===== src/rtl/npu_ctrl_unit.sv =====
// ---------------------------------------------------------------------------
// npu_ctrl_unit
//
// Host-command decoder and dispatcher for the TinyNPU. The HPS writes 32-bit
// command words over the h2f bridge. Each word is decoded into one of four
// command types:
//   - LOAD/STORE between SDRAM and the register file
//   - register-file line MOVE
//   - EU instruction fetch
//   - EU execute
// Accepted commands produce a registered, single-cycle start pulse one cycle
// after the write strobe. Operands are latched at the same edge and held
// until the next accepted command on that channel.
//
// LDST and MOVE are tracked with busy flags. A command aimed at a busy
// channel is dropped, and cmd_drop pulses one cycle later. EU commands are
// never dropped.
//
// Ports:
//   clk, rst                    clock / asynchronous active-high reset
//   h2f_io, h2f_write           host command word and its write strobe
//   ldst_sdram_addr/rf_addr/line_num, load_start, store_start, ldst_done
//                               load/store engine interface
//   move_src_addr/dst_addr/mode/line_num, move_start, move_done
//                               move engine interface
//   eu_fetch, eu_exec           one-hot per-EU fetch / execute pulses
//   eu_fetch_addr               held fetch address
//   eu_busy                     per-EU busy levels
//   cmd_drop                    pulse for a rejected command
//   done                        whole-NPU idle indication
// ---------------------------------------------------------------------------
module npu_ctrl_unit #(
  parameter int RF_ADDR_W  = 10,
  parameter int LINE_NUM_W = 8
) (
  input  logic                  clk,
  input  logic                  rst,
  input  logic [31:0]           h2f_io,
  input  logic                  h2f_write,
  output logic [31:0]           ldst_sdram_addr,
  output logic [RF_ADDR_W-1:0]  ldst_rf_addr,
  output logic [LINE_NUM_W-1:0] ldst_line_num,
  output logic                  load_start,
  output logic                  store_start,
  input  logic                  ldst_done,
  output logic [RF_ADDR_W-1:0]  move_src_addr,
  output logic [RF_ADDR_W-1:0]  move_dst_addr,
  output logic [1:0]            move_mode,
  output logic [LINE_NUM_W-1:0] move_line_num,
  output logic                  move_start,
  input  logic                  move_done,
  output logic [31:0]           eu_fetch,
  output logic [31:0]           eu_exec,
  output logic [31:0]           eu_fetch_addr,
  input  logic [31:0]           eu_busy,
  output logic                  cmd_drop,
  output logic                  done
);

  typedef enum logic [1:0] {
    OP_LOAD  = 2'b00,
    OP_STORE = 2'b01,
    OP_MOVE  = 2'b10,
    OP_EU    = 2'b11
  } op_e;

  function automatic logic [RF_ADDR_W-1:0] zext_rf9(input logic [8:0] v);
    return RF_ADDR_W'(v);
  endfunction

  function automatic logic [RF_ADDR_W-1:0] zext_rf10(input logic [9:0] v);
    return RF_ADDR_W'(v);
  endfunction

  function automatic logic [LINE_NUM_W-1:0] zext_lines(input logic [7:0] v);
    return LINE_NUM_W'(v);
  endfunction

  // Registered state
  logic [31:0]           ldst_sdram_addr_q, ldst_sdram_addr_d;
  logic [RF_ADDR_W-1:0]  ldst_rf_addr_q, ldst_rf_addr_d;
  logic [LINE_NUM_W-1:0] ldst_line_num_q, ldst_line_num_d;
  logic                  load_start_q, load_start_d;
  logic                  store_start_q, store_start_d;
  logic                  ldst_busy_q, ldst_busy_d;
  logic [RF_ADDR_W-1:0]  move_src_addr_q, move_src_addr_d;
  logic [RF_ADDR_W-1:0]  move_dst_addr_q, move_dst_addr_d;
  logic [1:0]            move_mode_q, move_mode_d;
  logic [LINE_NUM_W-1:0] move_line_num_q, move_line_num_d;
  logic                  move_start_q, move_start_d;
  logic                  move_busy_q, move_busy_d;
  logic [31:0]           eu_fetch_q, eu_fetch_d;
  logic [31:0]           eu_exec_q, eu_exec_d;
  logic [31:0]           eu_fetch_addr_q, eu_fetch_addr_d;
  logic                  cmd_drop_q, cmd_drop_d;

  // Decode
  op_e         op;
  logic        is_ldst, is_move, is_eu;
  logic        ldst_acc, move_acc;
  logic [31:0] eu_onehot;

  always_comb begin
    op        = op_e'(h2f_io[31:30]);
    is_ldst   = h2f_write && (op == OP_LOAD || op == OP_STORE);
    is_move   = h2f_write && (op == OP_MOVE);
    is_eu     = h2f_write && (op == OP_EU);
    // A done pulse in the same cycle frees the channel for a back-to-back issue.
    ldst_acc  = is_ldst && (!ldst_busy_q || ldst_done);
    move_acc  = is_move && (!move_busy_q || move_done);
    eu_onehot = 32'd1 << h2f_io[28:24];
  end

  always_comb begin
    ldst_sdram_addr_d = ldst_sdram_addr_q;
    ldst_rf_addr_d    = ldst_rf_addr_q;
    ldst_line_num_d   = ldst_line_num_q;
    load_start_d      = 1'b0;
    store_start_d     = 1'b0;
    ldst_busy_d       = ldst_busy_q;
    move_src_addr_d   = move_src_addr_q;
    move_dst_addr_d   = move_dst_addr_q;
    move_mode_d       = move_mode_q;
    move_line_num_d   = move_line_num_q;
    move_start_d      = 1'b0;
    move_busy_d       = move_busy_q;
    eu_fetch_d        = 32'd0;
    eu_exec_d         = 32'd0;
    eu_fetch_addr_d   = eu_fetch_addr_q;
    cmd_drop_d        = (is_ldst && !ldst_acc) || (is_move && !move_acc);

    if (ldst_done) ldst_busy_d = 1'b0;
    if (ldst_acc) begin
      ldst_rf_addr_d    = zext_rf9(h2f_io[29:21]);
      ldst_sdram_addr_d = {19'd0, h2f_io[20:8]};
      ldst_line_num_d   = zext_lines(h2f_io[7:0]);
      load_start_d      = (op == OP_LOAD);
      store_start_d     = (op == OP_STORE);
      ldst_busy_d       = 1'b1;
    end

    if (move_done) move_busy_d = 1'b0;
    if (move_acc) begin
      move_src_addr_d = zext_rf10(h2f_io[29:20]);
      move_dst_addr_d = zext_rf10(h2f_io[19:10]);
      move_mode_d     = h2f_io[9:8];
      move_line_num_d = zext_lines(h2f_io[7:0]);
      move_start_d    = 1'b1;
      move_busy_d     = 1'b1;
    end

    if (is_eu) begin
      if (h2f_io[29]) begin
        eu_exec_d = eu_onehot;
      end else begin
        eu_fetch_d      = eu_onehot;
        eu_fetch_addr_d = {8'd0, h2f_io[23:0]};
      end
    end
  end

  // Command register stage: pulses and held operands
  always_ff @(posedge clk or posedge rst) begin
    if (rst) begin
      ldst_sdram_addr_q <= '0;
      ldst_rf_addr_q    <= '0;
      ldst_line_num_q   <= '0;
      load_start_q      <= 1'b0;
      store_start_q     <= 1'b0;
      ldst_busy_q       <= 1'b0;
      move_src_addr_q   <= '0;
      move_dst_addr_q   <= '0;
      move_mode_q       <= '0;
      move_line_num_q   <= '0;
      move_start_q      <= 1'b0;
      move_busy_q       <= 1'b0;
      eu_fetch_q        <= '0;
      eu_exec_q         <= '0;
      eu_fetch_addr_q   <= '0;
      cmd_drop_q        <= 1'b0;
    end else begin
      ldst_sdram_addr_q <= ldst_sdram_addr_d;
      ldst_rf_addr_q    <= ldst_rf_addr_d;
      ldst_line_num_q   <= ldst_line_num_d;
      load_start_q      <= load_start_d;
      store_start_q     <= store_start_d;
      ldst_busy_q       <= ldst_busy_d;
      move_src_addr_q   <= move_src_addr_d;
      move_dst_addr_q   <= move_dst_addr_d;
      move_mode_q       <= move_mode_d;
      move_line_num_q   <= move_line_num_d;
      move_start_q      <= move_start_d;
      move_busy_q       <= move_busy_d;
      eu_fetch_q        <= eu_fetch_d;
      eu_exec_q         <= eu_exec_d;
      eu_fetch_addr_q   <= eu_fetch_addr_d;
      cmd_drop_q        <= cmd_drop_d;
    end
  end

  assign ldst_sdram_addr = ldst_sdram_addr_q;
  assign ldst_rf_addr    = ldst_rf_addr_q;
  assign ldst_line_num   = ldst_line_num_q;
  assign load_start      = load_start_q;
  assign store_start     = store_start_q;
  assign move_src_addr   = move_src_addr_q;
  assign move_dst_addr   = move_dst_addr_q;
  assign move_mode       = move_mode_q;
  assign move_line_num   = move_line_num_q;
  assign move_start      = move_start_q;
  assign eu_fetch        = eu_fetch_q;
  assign eu_exec         = eu_exec_q;
  assign eu_fetch_addr   = eu_fetch_addr_q;
  assign cmd_drop        = cmd_drop_q;
  // Idle only when both channels are free and no EU reports busy.
  assign done            = !ldst_busy_q && !move_busy_q && !(|eu_busy);

endmodule


===== config.mk =====
export PLATFORM = sky130hd
export DESIGN_NAME = npu_ctrl_unit
export DESIGN_NICKNAME = d
export VERILOG_FILES = /design/src/rtl/npu_ctrl_unit.sv
export SDC_FILE = /design/constraint.sdc
export NUM_CORES = 1
export LEC_CHECK = 0
export CAP_MARGIN = 0
export CORE_MARGIN = 3
export CORE_UTILIZATION = 35
export CTS_CLUSTER_DIAMETER = 30
export DETAILED_ROUTE_END_ITERATION = 10
export PLACE_DENSITY = 0.77
export SYNTH_ARGS = -nofsm -noshare
export SYNTH_HDL_FRONTEND = slang
export SYNTH_SLANG_ARGS = --single-unit

===== constraint.sdc =====
create_clock -name clk -period 12.8 [get_ports clk]
set_clock_uncertainty 0.15 [all_clocks]
set_input_delay 3.2 -clock clk [delete_from_list [all_inputs] [get_ports clk]]
set_output_delay 3.2 -clock clk [all_outputs]
set_load 0.05 [all_outputs]

-- Word-level counts from Yosys, hierarchy flattened
Index checks and enable logic that the tools add are counted.
- register bits: 154
- bits of input ports: 69
- logic and storage cells: 55
- equality and inequality tests: 3
- shifts and indexed selects: 1
- mux-type cells: 11
- bitwise gates (word level): 1
- reduce and logical (&&, ||, !) cells: 23
- operators by type and width (cell ; count):
    $mux 32 ; 4
    $reduce_or 32->1 ; 1
    $shl 1x5->32 const A ; 1
    $logic_and 1x1->1 ; 9
    $mux 1 ; 7
    $logic_not 1->1 ; 5
    $eq 2x2->1 const B ; 2
    $logic_or 1x1->1 ; 4
    $reduce_bool 2->1 ; 2
    $eq 2x1->1 const B ; 1
    $logic_not 2->1 ; 1
    $reduce_and 2->1 ; 1
    $not 1->1 ; 1

-- Logic depth before layout (Yosys ltp)
Gate-level depths: netlist of the first run.
- depth in word-level cells: 7
- gate-level depth with buffers: 5
- gate-level depth less buffers: 3

-- Least setup slack after synthesis of the first run
Ideal clock, no wire load.
- path type: input-to-output
- start point: input port eu_busy[17]
- end point: output port done
- data arrival time: 4.641 ns
- required time: 9.450 ns
- slack: 4.809 ns
- stages: 3
- cell sequence: nor4_1 > nand3_1 > nor3_1
- longest elaborated chain between the ends: 3
- ends and longest elaborated chain (item ; line ; text):
    start: declaration ; 55 ; input logic [31:0] eu_busy,
    $reduce_or 32->1 ; 216 ; assign done = !ldst_busy_q && !move_busy_q && !(|eu_busy);
    $logic_not 1->1 ; 216 ;
    $logic_and 1x1->1 ; 216 ;
    end: declaration ; 57 ; output logic done
Every way passes these cells.

-- Final worst setup path of the first run
- start point: input port eu_busy[0]
- end point: output port done
The elaborated chain is that of the path after synthesis.

==> results of run 1 <==
## power by group
part	internal, mW	switching, mW
Clock	0.297	0.209
Combinational	0.152	0.286
Sequential	0.542	0.0298
## critical path, cell delays in order
cell	delay, ps
clkdlybuf4s50_1	400
nor4_1	320
nand4_1	170
nor3_1	190
clkdlybuf4s50_1	840
## flip-flops by register name (all words and copies together), names as in the netlist
| register | count |
|---|---|
| load_start | 1 |
| ldst_sdram_addr | 13 |
| eu_fetch | 32 |
| ldst_rf_addr | 9 |
| move_src_addr | 10 |
| ldst_busy_q | 1 |
| move_mode | 2 |
| move_dst_addr | 10 |
| move_line_num | 8 |
| store_start | 1 |
| move_start | 1 |
| cmd_drop | 1 |
| eu_fetch_addr | 24 |
| ldst_line_num | 8 |
| eu_exec | 32 |
| move_busy_q | 1 |
## cell families (layout without fill, tap and decap cells)
group,after synthesis,in the layout,share of synthesized area (%)
other,1,28,0.0661
and+or+nand+nor,118,118,9.38
DFF,154,154,68.0
muxes,84,84,16.7
AOI/OAI and AO/OA,3,3,0.353
buffers and inverters,48,260,5.56
## metrics by stage
step	hold WS, ps	util (%)	instance area, µm²	worst slack, ps	instances
6_report	348	55.2	8580	4320	858
2_1_floorplan	345	-	5770	4810	435
3_3_place_gp	317	51.4	7990	4340	826
5_1_grt	362	55.2	8580	4240	858
4_1_cts	353	55.2	8580	4340	858
3_5_place_dp	326	51.4	7990	4380	826
## per-layer routing
metal	share of wire [%]	up-vias	wire length [µm]	global-route usage, %
met3	9.0	20	1300	6.38
met4	1.5	0	222	5.60
met5	0	-	0	0
li1	-	1751	-	-
met2	50	184	7270	27.4
met1	39	1874	5730	19.6
## worst paths after layout
kind                               endpoint  slack (ps)  depth (start not counted)
setup / recovery                       done        4320                          5
hold / removal             eu_fetch_addr[5]         350                          1
setup reg to reg           move_dst_addr[9]       10660                          4
hold reg to reg            eu_fetch_addr[5]         350                          1
max in group asynchronous        move_start        7980                          3
min in group asynchronous  move_dst_addr[1]        3130                          2
## synthesized netlist by cell type
library cell,n
and3_1,1
and4_1,1
and4b_1,1
buf_2,3
buf_4,33
buf_6,1
clkbuf_1,8
conb_1,1
dfrtp_1,154
inv_1,3
mux2_1,9
mux2_2,75
nand2_1,13
nand2_2,2
nand2b_1,5
nand3_1,7
nand3b_1,1
nand4_1,2
nor2_1,70
nor2b_1,5
nor3_1,1
nor3_2,1
nor4_1,8
o21a_1,1
o21ai_0,1
o21bai_1,1
## layout make-up
type | count | area share, %
clock buffer | 18 | 5.12
clock inverter | 14 | 1.85
inverter | 3 | 0.190
multi-input combinational | 233 | 18.7
sequential | 154 | 44.9
tap | 211 | 3.08
timing repair buffer | 225 | 26.1
==> metrics.csv, run 1 <==
metric,value,unit
sequential area share after synthesis,68.0,%
Antenna Cells,0,
RSZ-0062 raised after global routing,no,
Ports,250,
layout cells sized above 1,17.8,%
gate count of the mapped netlist,408,
Worst Path Required,9450,ps
final setup violation count,0,
Iter 0 DRT Violations,157,
FF+latch area,3850,µm²
"Hold Violations, Final",0,
Synth area leaders,"dfrtp_1, mux2_2, nor2_1, buf_4, mux2_1",
Die ar.,17800,µm²
GRT Total Usage,16.5,%
CTS H-Tree Depth,4,
Worst R2R Start,move_busy_q,
clock-pin slew on the worst setup and hold paths,60,ps
Die Width,133,µm
"Power, Total",1.52,mW
Tightest Hold Check Type,reg -> reg,
TritonCTS Buffers,17,
Netlist cell types,26,
CTS Hold Buffers Added,0,
Yosys warning total,0,
ANT nets after route,0,
fin crit period,8480,ps
# resized after CTS,0,
initial core utilization,36.5,%
CTS tree,done,
"most common cell after layout, fill and taps aside",clkdlybuf4s50_1,
Port Buffer Count,221,
Worst-Margin Slew,811,ps
pwr dens,177,nW/µm²
max frequency,118,MHz
period utilization,66.3,%
status,"complete, no violations",
Seq cells post-synth,154,
vias in the first global route,4210,
"Slew Viols, Final",0,
Die H,133,µm
via count,3829,
cell taking the most area after synthesis,dfrtp_1,
DR vias/cell,4.46,
Clock Sink Count,154,
Setup Crit Path Kind,in -> out,
Worst-Skew Late Latency,410,ps
clock root buffer,clkbuf_16,
Core ar.,15500,µm²
Final TNS setup,0,ps
endpoint class of the critical path,output port,
Pre-antenna DRT Iters,4,
crit path from,eu_busy[0],
Max IR drop VDD,0.0980,mV
Worst Path Max Fanout,1,
area of the multi-input gates,1610,µm²
fill count,1307,
Post-Syn Area per Cell,13.9,µm²
Final GP Congestion,0.848,
Max Cap Viol,0,
most frequent cells in the layout,"clkdlybuf4s50_1, dfrtp_1, mux2_2",
Worst Path Arrival,5130,ps
Post CTS Setup Buffer Count,0,
first-pass GRT wire length,22.9,mm
initial antenna violation count,0,
Synth top area share,68.0,%
Final #Nets,703,
row cnt,45,
Critical Path Source Type,input port,
P&R area growth vs syn,51.4,%
total congestion overflow,0,
drt total wl,14.5,mm
Routed WL per cell,16.9,µm
largest net degree at the start of global routing,91,
Leak,3.66,nW
worst rel slew slack,46.0,%
Max clock buf depth,2,
mapped cell area,5670,µm²
drt drc,0,
placed wire-length estimate,10.6,mm
hold path startpoint,eu_fetch_addr[5],
No activity file was read; power rests on OpenSTA's default activity.
==> run 2: changes to the inputs <==
--- a/config.mk
+++ b/config.mk
@@ -10,7 +10,7 @@
 export CORE_UTILIZATION = 35
 export CTS_CLUSTER_DIAMETER = 30
 export DETAILED_ROUTE_END_ITERATION = 10
-export PLACE_DENSITY = 0.77
+export PLACE_DENSITY = 0.79
 export SYNTH_ARGS = -nofsm -noshare
 export SYNTH_HDL_FRONTEND = slang
 export SYNTH_SLANG_ARGS = --single-unit
==> constraint.sdc (replaced) <==
create_clock -name clk -period 7.35 [get_ports clk]
set_clock_uncertainty 0.15 [all_clocks]
set_input_delay 1.8375 -clock clk [delete_from_list [all_inputs] [get_ports clk]]
set_output_delay 1.8375 -clock clk [all_outputs]
set_load 0.05 [all_outputs]
==> run 2 against run 1 <==
- via count grew 2.0%
- die area unchanged
- routed wire length up 0.17%
- sequential power grew 75%
- register-to-register slack got worse by 5200 ps
- total power grew 70%
- non-clock buffer count unchanged
- critical path depth unchanged
- clock power up 60%
- cell count did not move
- sequential share of layout area increased by 0.22 points
- clock-buffer cell count rose by 1
- critical path type unchanged
- largest power group unchanged
- highest routed layer unchanged
==> metrics.csv, run 2 (synthesis results as in run 1) <==
metric,value,unit,change
CTS H-Tree Depth,4,,unchanged
uppermost layer routed,met4,,unchanged
Reg2Reg Setup Slack,5480,ps,"was 10,660 ps"
worst rel slew slack,39.3,%,was 46.0%
ANT nets after route,0,,unchanged
initial antenna violation count,0,,unchanged
CTS Hold Buffers Added,0,,unchanged
Levels on crit path,5,,unchanged
fin crit period,5720,ps,
Crit-path slowest cell,clkdlybuf4s50_1,,unchanged
clock power share,31.5,%,was 33.4%
vias in the first global route,4360,,"was 4,210"
status,"complete, no violations",,unchanged
clock-pin slew on the worst setup and hold paths,60,ps,about the same
Die Width,133,µm,unchanged
met2 wire len,7.46,mm,was 7.27 mm
CTS tree,done,,unchanged
largest net degree at the start of global routing,106,,was 91
Worst Path Required,5360,ps,was 9450 ps
layout cells sized above 1,17.5,%,was 17.8%
Tightest Hold Check Type,reg -> reg,,unchanged
Setup Crit Path Kind,in -> out,,unchanged
Worst Path Max Fanout,1,,unchanged
crit path capture,done,,unchanged
drt total wl,14.5,mm,about the same
Max Cap Viol,0,,unchanged
Worst-Margin Slew,911,ps,was 811 ps
"Hold Violations, Final",0,,unchanged
max frequency,175,MHz,
Die ar.,17800,µm²,unchanged
RSZ-0062 raised after global routing,no,,unchanged
Routed WL per cell,16.9,µm,about the same
Iter 0 DRT Violations,130,,was 157
period utilization,77.8,%,
pwr dens,301,nW/µm²,was 177 nW/µm²
Most common cell on crit path,clkdlybuf4s50_1,,unchanged
worst reg2reg endpoint,ldst_sdram_addr[12],,was move_dst_addr[9]
total congestion overflow,0,,unchanged
most frequent cells in the layout,"clkdlybuf4s50_1, dfrtp_1, mux2_2",,unchanged
Worst Path Arrival,3730,ps,was 5130 ps
cell family with most CP delay,buffers and inverters,,unchanged
Post CTS Setup Buffer Count,0,,unchanged
Comb pwr share,29.7,%,was 28.9%
Pre-antenna DRT Iters,4,,unchanged
via count,3907,,"was 3,829"
wire length on met1,5.63,mm,was 5.73 mm
P&R area growth vs syn,50.6,%,was 51.4%
"Design Area, Final",8540,µm²,was 8580 µm²
crit path from,eu_busy[17],,was eu_busy[0]
clock root buffer,clkbuf_16,,unchanged
initial core utilization,36.5,%,unchanged
Ports,250,,unchanged
Port Buffer Count,221,,unchanged
row cnt,45,,unchanged
Max IR drop VDD,0.226,mV,was 0.0980 mV
TritonCTS Buffers,17,,unchanged
# resized after CTS,0,,unchanged
Critical Path Source Type,input port,,unchanged
placed wire-length estimate,10.6,mm,about the same
crit path buf inv count,2,,unchanged
Core ar.,15500,µm²,unchanged
"most common cell after layout, fill and taps aside",clkdlybuf4s50_1,,unchanged
Internal Power,1.68,mW,was 0.991 mW
share of the core filled with cells,55.0,%,was 55.2%
Final GP Congestion,0.827,,was 0.848
Clock Sink Count,154,,unchanged
R2R depth,4,,unchanged
Worst R2R Start,ldst_busy_q,,was move_busy_q
first-pass GRT wire length,23.4,mm,was 22.9 mm
final setup violation count,0,,unchanged
placed cell area,7990,µm²,unchanged
Max clock buf depth,2,,unchanged
Met3 Wirelength,1.32,mm,was 1.30 mm
Die H,133,µm,unchanged
max incr delay on CP,840,ps,about the same
Final TNS setup,0,ps,unchanged
fill count,1341,,"was 1,307"
"Slew Viols, Final",0,,unchanged
Leak,3.63,nW,was 3.66 nW
Final #Nets,703,,unchanged
DR vias/cell,4.55,,was 4.46
endpoint class of the critical path,output port,,unchanged
Worst-Skew Late Latency,410,ps,about the same
Antenna Cells,0,,unchanged
drt drc,0,,unchanged
Flop pwr share,38.8,%,was 37.7%
GRT Total Usage,16.7,%,was 16.5%
Sw Pwr,0.895,mW,was 0.525 mW
Net Sw Frac,34.8,%,was 34.6%
crit-path cells,clkdlybuf4s50_1 > nor4_1 > nand3_1 > nor3_1 > clkdlybuf4s50_1,,was clkdlybuf4s50_1 > nor4_1 > nand4_1 > nor3_1 > clkdlybuf4s50_1
-- run 2: cell count changes in the layout (fill, tap and decap cells not counted), sizes merged --
| cell | delta |
|---|---|
| clkinv | +2 |
| clkinvlp | +2 |
| inv | -4 |
| clkbuf | +1 |
| bufinv | -1 |
-- run 2: final cells by class --
type	instances	area, µm²	area share (%)
clock buffers	19	433	5.07
clock inverters	13	123	1.44
inverters	3	16.3	0.190
multi-input cells	233	1610	18.8
flip-flops and latches	154	3850	45.1
well taps	211	264	3.09
repair buffers	225	2240	26.3
-- run 2: worst min-delay path by stage --
| stage | end | depth (start not counted) | start | slack (ps) |
|---|---|---|---|---|
| 2_1_floorplan | ldst_busy_q | 2 | ldst_busy_q | 350 |
| 3_3_place_gp | eu_fetch_addr[5] | 1 | eu_fetch_addr[5] | 320 |
| 3_5_place_dp | eu_fetch_addr[6] | 1 | eu_fetch_addr[6] | 330 |
| 4_1_cts | eu_fetch_addr[1] | 1 | eu_fetch_addr[1] | 340 |
| 5_1_grt | ldst_sdram_addr[0] | 1 | ldst_sdram_addr[0] | 370 |
| 6_report | eu_fetch_addr[1] | 1 | eu_fetch_addr[1] | 330 |
-- run 2: metrics by stage --
stage / hold WS [ps] / instances / total power, mW / setup WS, ps
detailed placement: 328 / 826 / 1.78 / 1660
CTS: 338 / 858 / 2.60 / 1650
finish: 333 / 858 / 2.57 / 1630
global placement: 318 / 826 / 1.77 / 1650
floorplan: 345 / 435 / 1.51 / 1210
global route: 366 / 858 / 2.68 / 1560
-- run 2: power groups by stage --
stage          Sequential (mW)  Combinational [mW]  Clock (mW)
4_1_cts                   1.00               0.771       0.833
2_1_floorplan             1.35               0.159           0
5_1_grt                   1.01               0.795       0.877
3_3_place_gp              1.01               0.760           0
6_report                 0.999               0.764       0.810
3_5_place_dp              1.01               0.768           0
-- run 2: layer usage --
layer / track usage (%) / up-vias
met5: 0 / -
met4: 4.46 / 0
met3: 7.78 / 11
met2: 28.2 / 175
met1: 19.1 / 1965
li1: - / 1756
